===== src/rtl/queue_frame_writer.sv =====
// queue_frame_writer: pops 17-bit pixel/control words from the pixel queue,
// decodes frame/row/end markers, packs RGB565 pixel pairs into 32-bit words
// and writes them into one of two frame buffers through a valid/ready port.
// The displayable buffer index flips each time a frame completes.
module queue_frame_writer #(
   parameter int unsigned FRAME_WIDTH  = 480,
   parameter int unsigned FRAME_HEIGHT = 272,
   parameter int unsigned ADDR_WIDTH   = 21,
   parameter int unsigned BUF0_BASE    = 0,
   parameter int unsigned BUF1_BASE    = 65280
) (
   input  logic                  clk,
   input  logic                  reset_n,
   input  logic                  queue_empty,
   output logic                  queue_rd_en,
   input  logic [16:0]           queue_data,
   output logic                  wr_valid,
   input  logic                  wr_ready,
   output logic [ADDR_WIDTH-1:0] wr_addr,
   output logic [31:0]           wr_data,
   output logic                  frame_done,
   output logic                  display_buffer,
   output logic                  format_error
);

   localparam logic [16:0] CTRL_FRAME_START = 17'h10000;
   localparam logic [16:0] CTRL_ROW_START   = 17'h10001;
   localparam logic [16:0] CTRL_FRAME_END   = 17'h1FFFF;

   localparam logic [10:0]           W_COUNT   = 11'(FRAME_WIDTH);
   localparam logic [10:0]           H_COUNT   = 11'(FRAME_HEIGHT);
   localparam logic [ADDR_WIDTH-1:0] ROW_PITCH = ADDR_WIDTH'(FRAME_WIDTH / 2);
   localparam logic [ADDR_WIDTH-1:0] BASE0     = ADDR_WIDTH'(BUF0_BASE);
   localparam logic [ADDR_WIDTH-1:0] BASE1     = ADDR_WIDTH'(BUF1_BASE);

   typedef enum logic [1:0] {
      ST_IDLE,
      ST_WAIT_ROW,
      ST_ROW,
      ST_DONE
   } state_t;

   // Skid buffer storage and read-credit tracking
   logic [16:0] r_skid [2];
   logic        r_skid_wr_ptr;
   logic        r_skid_rd_ptr;
   logic [1:0]  r_skid_count;
   logic        r_in_flight;

   // Frame walker state
   state_t                r_state;
   logic [10:0]           r_row;
   logic [10:0]           r_col;
   logic [15:0]           r_half;
   logic                  r_half_vld;
   logic                  r_wr_buf;

   // Registered outputs
   logic                  r_wr_valid;
   logic [ADDR_WIDTH-1:0] r_wr_addr;
   logic [31:0]           r_wr_data;
   logic                  r_frame_done;
   logic                  r_display_buffer;
   logic                  r_format_error;

   logic [16:0]           w_head;
   logic                  w_out_free;
   logic                  w_consume;
   logic [1:0]            w_space;
   logic                  w_is_fs;
   logic                  w_is_rs;
   logic                  w_is_fe;
   logic                  w_is_unknown;
   logic [15:0]           w_pixel;
   logic                  w_row_in_range;
   logic                  w_col_in_range;
   logic                  w_col_complete;
   logic [ADDR_WIDTH-1:0] w_buf_base;
   logic [ADDR_WIDTH-1:0] w_pair_addr;

   assign w_head       = r_skid[r_skid_rd_ptr];
   assign w_is_fs      = (w_head == CTRL_FRAME_START);
   assign w_is_rs      = (w_head == CTRL_ROW_START);
   assign w_is_fe      = (w_head == CTRL_FRAME_END);
   assign w_is_unknown = w_head[16] && !w_is_fs && !w_is_rs && !w_is_fe;
   assign w_pixel      = w_head[15:0];

   // A word is consumed only when the output register is free (or being
   // accepted this cycle); DONE holds the stream until the last write drains.
   assign w_out_free = !r_wr_valid || wr_ready;
   assign w_consume  = (r_skid_count != 2'd0) && w_out_free && (r_state != ST_DONE);

   // The slot freed by this cycle's consume counts as free, which is what
   // keeps back-to-back pops going at one word per cycle.
   assign w_space     = 2'd2 - r_skid_count - {1'b0, r_in_flight};
   assign queue_rd_en = reset_n && !queue_empty && ((w_space != 2'd0) || w_consume);

   assign w_row_in_range = (r_row < H_COUNT);
   assign w_col_in_range = (r_col < W_COUNT);
   assign w_col_complete = (r_col == W_COUNT);

   // Pair address: r_col is odd both when the odd pixel arrives and when a
   // lone even pixel is flushed, so col/2 selects the same word in both cases.
   assign w_buf_base  = r_wr_buf ? BASE1 : BASE0;
   assign w_pair_addr = w_buf_base + ADDR_WIDTH'(r_row) * ROW_PITCH
                        + ADDR_WIDTH'(r_col >> 1);

   assign wr_valid       = r_wr_valid;
   assign wr_addr        = r_wr_addr;
   assign wr_data        = r_wr_data;
   assign frame_done     = r_frame_done;
   assign display_buffer = r_display_buffer;
   assign format_error   = r_format_error;

   // Skid buffer: capture popped data one cycle after the pop, release in order
   always_ff @(posedge clk or negedge reset_n) begin
      if (!reset_n) begin
         r_skid[0]     <= '0;
         r_skid[1]     <= '0;
         r_skid_wr_ptr <= 1'b0;
         r_skid_rd_ptr <= 1'b0;
         r_skid_count  <= '0;
         r_in_flight   <= 1'b0;
      end else begin
         r_in_flight <= queue_rd_en;
         if (r_in_flight) begin
            r_skid[r_skid_wr_ptr] <= queue_data;
            r_skid_wr_ptr         <= ~r_skid_wr_ptr;
         end
         if (w_consume) begin
            r_skid_rd_ptr <= ~r_skid_rd_ptr;
         end
         r_skid_count <= r_skid_count + {1'b0, r_in_flight} - {1'b0, w_consume};
      end
   end

   // Frame walker: decode markers, pack pixel pairs, drive the write port
   always_ff @(posedge clk or negedge reset_n) begin
      if (!reset_n) begin
         r_state          <= ST_IDLE;
         r_row            <= '0;
         r_col            <= '0;
         r_half           <= '0;
         r_half_vld       <= 1'b0;
         r_wr_buf         <= 1'b0;
         r_wr_valid       <= 1'b0;
         r_wr_addr        <= '0;
         r_wr_data        <= '0;
         r_frame_done     <= 1'b0;
         r_display_buffer <= 1'b0;
         r_format_error   <= 1'b0;
      end else begin
         r_frame_done <= 1'b0;
         if (r_wr_valid && wr_ready) begin
            r_wr_valid <= 1'b0;
         end

         if (w_consume && w_is_fs) begin
            // FRAME_START anywhere restarts on the same buffer without flushing
            if (r_state != ST_IDLE) begin
               r_format_error <= 1'b1;
            end
            r_state    <= ST_WAIT_ROW;
            r_row      <= '0;
            r_col      <= '0;
            r_half_vld <= 1'b0;
         end else if (w_consume && w_is_unknown) begin
            r_format_error <= 1'b1;
         end else begin
            case (r_state)
               ST_IDLE: begin
                  // pixels and row/end markers outside a frame are discarded
               end

               ST_WAIT_ROW: begin
                  if (w_consume) begin
                     if (w_is_rs) begin
                        r_state <= ST_ROW;
                        r_col   <= '0;
                     end else if (w_is_fe) begin
                        r_state <= ST_DONE;
                     end else begin
                        r_format_error <= 1'b1;
                     end
                  end
               end

               ST_ROW: begin
                  if (w_consume) begin
                     if (w_is_rs || w_is_fe) begin
                        if (!w_col_complete) begin
                           r_format_error <= 1'b1;
                        end
                        if (r_half_vld) begin
                           r_wr_valid <= 1'b1;
                           r_wr_addr  <= w_pair_addr;
                           r_wr_data  <= {16'h0000, r_half};
                        end
                        r_half_vld <= 1'b0;
                        r_row      <= r_row + 11'd1;
                        r_col      <= '0;
                        r_state    <= w_is_rs ? ST_ROW : ST_DONE;
                     end else if (!w_row_in_range || !w_col_in_range) begin
                        r_format_error <= 1'b1;
                     end else if (!r_col[0]) begin
                        r_half     <= w_pixel;
                        r_half_vld <= 1'b1;
                        r_col      <= r_col + 11'd1;
                     end else begin
                        r_wr_valid <= 1'b1;
                        r_wr_addr  <= w_pair_addr;
                        r_wr_data  <= {w_pixel, r_half};
                        r_half_vld <= 1'b0;
                        r_col      <= r_col + 11'd1;
                     end
                  end
               end

               ST_DONE: begin
                  if (w_out_free) begin
                     r_frame_done     <= 1'b1;
                     r_display_buffer <= r_wr_buf;
                     r_wr_buf         <= ~r_wr_buf;
                     r_state          <= ST_IDLE;
                     if (r_row != H_COUNT) begin
                        r_format_error <= 1'b1;
                     end
                  end
               end

               default: r_state <= ST_IDLE;
            endcase
         end
      end
   end

endmodule


===== config.mk =====
export PLATFORM = sky130hd
export DESIGN_NAME = queue_frame_writer
export DESIGN_NICKNAME = d
export VERILOG_FILES = /design/src/rtl/queue_frame_writer.sv
export SDC_FILE = /design/constraint.sdc
export NUM_CORES = 1
export LEC_CHECK = 0
export BUFFER_PORTS_ARGS = -buffer_cell sky130_fd_sc_hd__buf_2
export CORE_MARGIN = 3
export CORE_UTILIZATION = 54
export DETAILED_ROUTE_END_ITERATION = 10
export HOLD_SLACK_MARGIN = 0.08
export PLACE_DENSITY = 0.7
export SLEW_MARGIN = 20
export SYNTH_ARGS = -nofsm -noshare
export SYNTH_HDL_FRONTEND = slang
export SYNTH_SLANG_ARGS = --single-unit

===== constraint.sdc =====
create_clock -name clk -period 7.5 [get_ports clk]
set_input_delay 1.125 -clock clk [delete_from_list [all_inputs] [get_ports clk]]
set_output_delay 1.125 -clock clk [all_outputs]
set_load 0.01 [all_outputs]

==> results.md <==
* Final setup margin at 2.242 ns
* R2R Path Start: r_row[3]
* RSZ-0062 raised after global routing: false
* CP endpoint: wr_addr[18]
* Die height at 129.4 um
* Die Wd at 129.4 um
* Area growth, synth to finish at 13.96%
* CTS Hold Bufs at 0
* Crit end category: flip-flop
* Final setup TNS at 0 ns
* Clock Latency Late Sink at 0.43 ns
* Synth Instances at 751
* Worst path most repeated cell: ha_1
* Post-synthesis cell type count at 67
* Max Buffers Root-to-Sink at 2
* TritonCTS clock tree: built
* Via density at 6.007
* # fillers at 1,170
* Fraction of layout cells with a size suffix above 1 at 0.2331
* Worst r2r path cells at 18
* Critical Path AT at 5.53 ns
* DRT Pass-1 Iters at 5
* Mapped cell area at 8222 um2
* Global route overflow at 0
* Area share of fa/ha/maj cells after synthesis at 0.1555
* Crit path from: r_row[3]
* Min Tclk post-route at 5.258 ns
* Post-CTS Resized at 0
* XOR/XNOR Fraction of Synth Area at 0.03515
* Slew headroom at 0.2965
* Die ar. at 16,740 um2
* EDFF count, synth at 0
* Vias at 6,157
* Place WS at 2.303 ns
* CP max stage cell: or4b_2
* Final cell count without fillers at 1,025
* Nets@finish at 938
* Compound-gate portion of the synthesized area at 0.1254
* Post-Synth Simple-Gate Area at 0.1081
* Hold Path Class: reg2reg
* H-tree depth at 4
* Final setup violation count at 0
* Ant diodes at 0
* Io pins at 79
* Worst Tran Pin Value at 1.052 ns
* Final antenna-violating net count at 0
* CP max FO at 6
* Maximum vdd drop at 188.6 uV
* Routability congestion estimate at 0.8874
* Sequential share of the synthesized area at 0.4170
* Initial DRC count at 373
* Top_reg_cell synth: dfrtp_1
* Async SR Flop Fraction at 1.000
* Routed WL at 19,190 um
* Tot Pwr at 3.267 mW
* Fin. Hold Viols at 0
* First-pass GRT wire length at 31,220 um
* Clock Sinks at 137
* Max-slew violations at 0
* Power Density at 348.7 nW/um2
* FMAX at 0.1902 GHz
* FF+latch count, synth at 137
* Post-CTS setup buffers at 0
* Largest net degree at the start of global routing at 87
* Net count after synthesis at 861
* Port Buf Inserts at 77
* CTS Root Buffer Type: clkbuf_16
* DRC viols at 0
* GRT Resource Usage Total at 0.2386
* Cells along the critical path: inv_1, fa_1, fa_1, inv_1, ha_1, nor2b_1, o31ai_1, a21oi_1, a21oi_1, xnor2_1, ha_1, ha_1, and3_1, nand3_1, or4b_2, a31oi_1, or4_1, a31oi_1
* Initial antenna violation count at 0
* Core area at 14,700 um2
* HPWL after DPL at 14,180 um
* Status: completed
* Max Cap Viol at 0
* Clock skew at 0.008226 ns
* Crit Path Class: reg2reg
* Largest family of logic cells by synthesized area: adder cells
* Mux share of post-synthesis cell area at 0.1172
* Placed Cells at 993
* Crit path launch type: flip-flop
* YS warnings at 0
* Final Cycle Share at 0.7010
* Cts bufs inserted at 17
* WP data required at 7.77 ns
* R2R Setup Slk at 2.24 ns
* Crit path largest cell delay at 0.59 ns
* Placement Rows at 44
* Avg Cell Area, Syn at 10.95 um2
* Clock slew at reported path FFs at 0.06 ns
* Post-DR wirelength/cell at 18.72 um
* Reg-to-Reg End: wr_addr[18]
* Vias in the first global route at 6,103
* Initial Util at 0.5593
* Pleak at 4.627 nW
==> state kept, by name (all words and copies together), names as in the netlist, 2 cells and up <==
name          flops
wr_addr          20
r_col            11
wr_data          32
r_state           2
r_skid           34
r_skid_count      2
r_row            11
r_half           16
==> worst min path at each step <==
stage	startpoint	endpoint	slack, ns	cells after the start
6_report	r_half[0]	r_half[0]	0.48	2
5_1_grt	r_half[9]	r_half[9]	0.50	2
4_1_cts	r_half[0]	r_half[0]	0.48	2
3_5_place_dp	r_half[0]	r_half[0]	0.47	2
3_3_place_gp	r_half[0]	r_half[0]	0.46	2
2_1_floorplan	r_half[0]	r_half[0]	0.44	2
==> cells in the final DEF, fill, tap and decap left out, types with 4 or more instances in the layout <==
cell type,count
a211oi_1,6
a21o_1,9
a21oi_1,26
a31oi_1,6
and3_1,8
buf_2,76
buf_4,7
clkbuf_16,17
dfrtp_1,137
fa_1,22
ha_1,67
inv_1,51
mux2_2,50
mux2_4,16
mux2i_1,16
nand2_1,42
nand2b_1,4
nand3_1,20
nand4_1,12
nor2_1,33
nor2b_1,5
nor3_1,16
nor4_1,7
o21ai_0,56
o31ai_1,22
or2_2,5
or3_1,5
or4_1,4
xnor2_1,29
xor2_1,4
==> power breakdown <==
part | switching [mW] | leakage, nW | internal, mW
logic | 0.653 | 2.57 | 0.503
registers | 0.239 | 1.77 | 1.01
clock network | 0.316 | 0.293 | 0.550
==> worst max-delay path: cells and delay by family, from the launching register on <==
kind	cells	cell delay, ns
compound gates	5	1.05
fa+ha+maj	5	1.97
buf+inv	2	0.32
xor+xnor	1	0.14
simple gates	5	1.22
flops	1	0.41
==> cells by family after synthesis <==
kind of cell | Yosys count
AO/OA/AOI/OAI | 158
XOR/XNOR | 33
flip-flops | 137
buffers and inverters | 78
adder cells (fa/ha/maj) | 89
AND/OR/NAND/NOR | 173
multiplexers | 82
other | 1
==> synthesized netlist by cell type (6+ instances only) <==
library cell,count,share of area
and3_1,8,0.0061
dfrtp_1,137,0.42
o31ai_1,22,0.020
clkbuf_1,16,0.0073
mux2_2,50,0.068
nand3_1,20,0.012
nor4_1,7,0.0053
nand4_1,12,0.0091
fa_1,22,0.054
a211oi_1,6,0.0055
nand2_1,42,0.019
mux2i_1,16,0.019
mux2_4,16,0.029
o21ai_0,56,0.034
ha_1,67,0.10
nor2_1,34,0.016
a31oi_1,6,0.0046
inv_1,51,0.023
xnor2_1,29,0.031
nor3_1,16,0.0097
a21o_1,9,0.0082
a21oi_1,26,0.016
==> stage by stage <==
stage	utilization	instance area, um2	hold WS, ns
after floorplan	-	8222	0.4444
after global placement	0.5954	8752	0.4613
after detailed placement	0.5956	8755	0.4662
after CTS	0.6374	9369	0.4784
after global routing	0.6374	9369	0.5038
final	0.6374	9369	0.4796
==> layout make-up <==
type,instances,area [um2],area share
sequential,137,3428,0.3659
clock inverter,10,140.1,0.01496
tap,184,230.2,0.02457
clock buffer,22,474.2,0.05061
timing repair buffer,84,444.2,0.04741
multi-input combinational,536,4457,0.4757
inverter,52,195.2,0.02083
==> per-layer routing <==
layer	part of all wire	GRT usage	wire length [um]	vias to the layer above
li1	-	-	-	2832
met5	0	0	0	-
met2	0.47	0.3832	9087	199
met1	0.45	0.3182	8560	3082
met3	0.050	0.04081	965	44
met4	0.030	0.1093	573	0
Power figures use the tool's default switching activity.
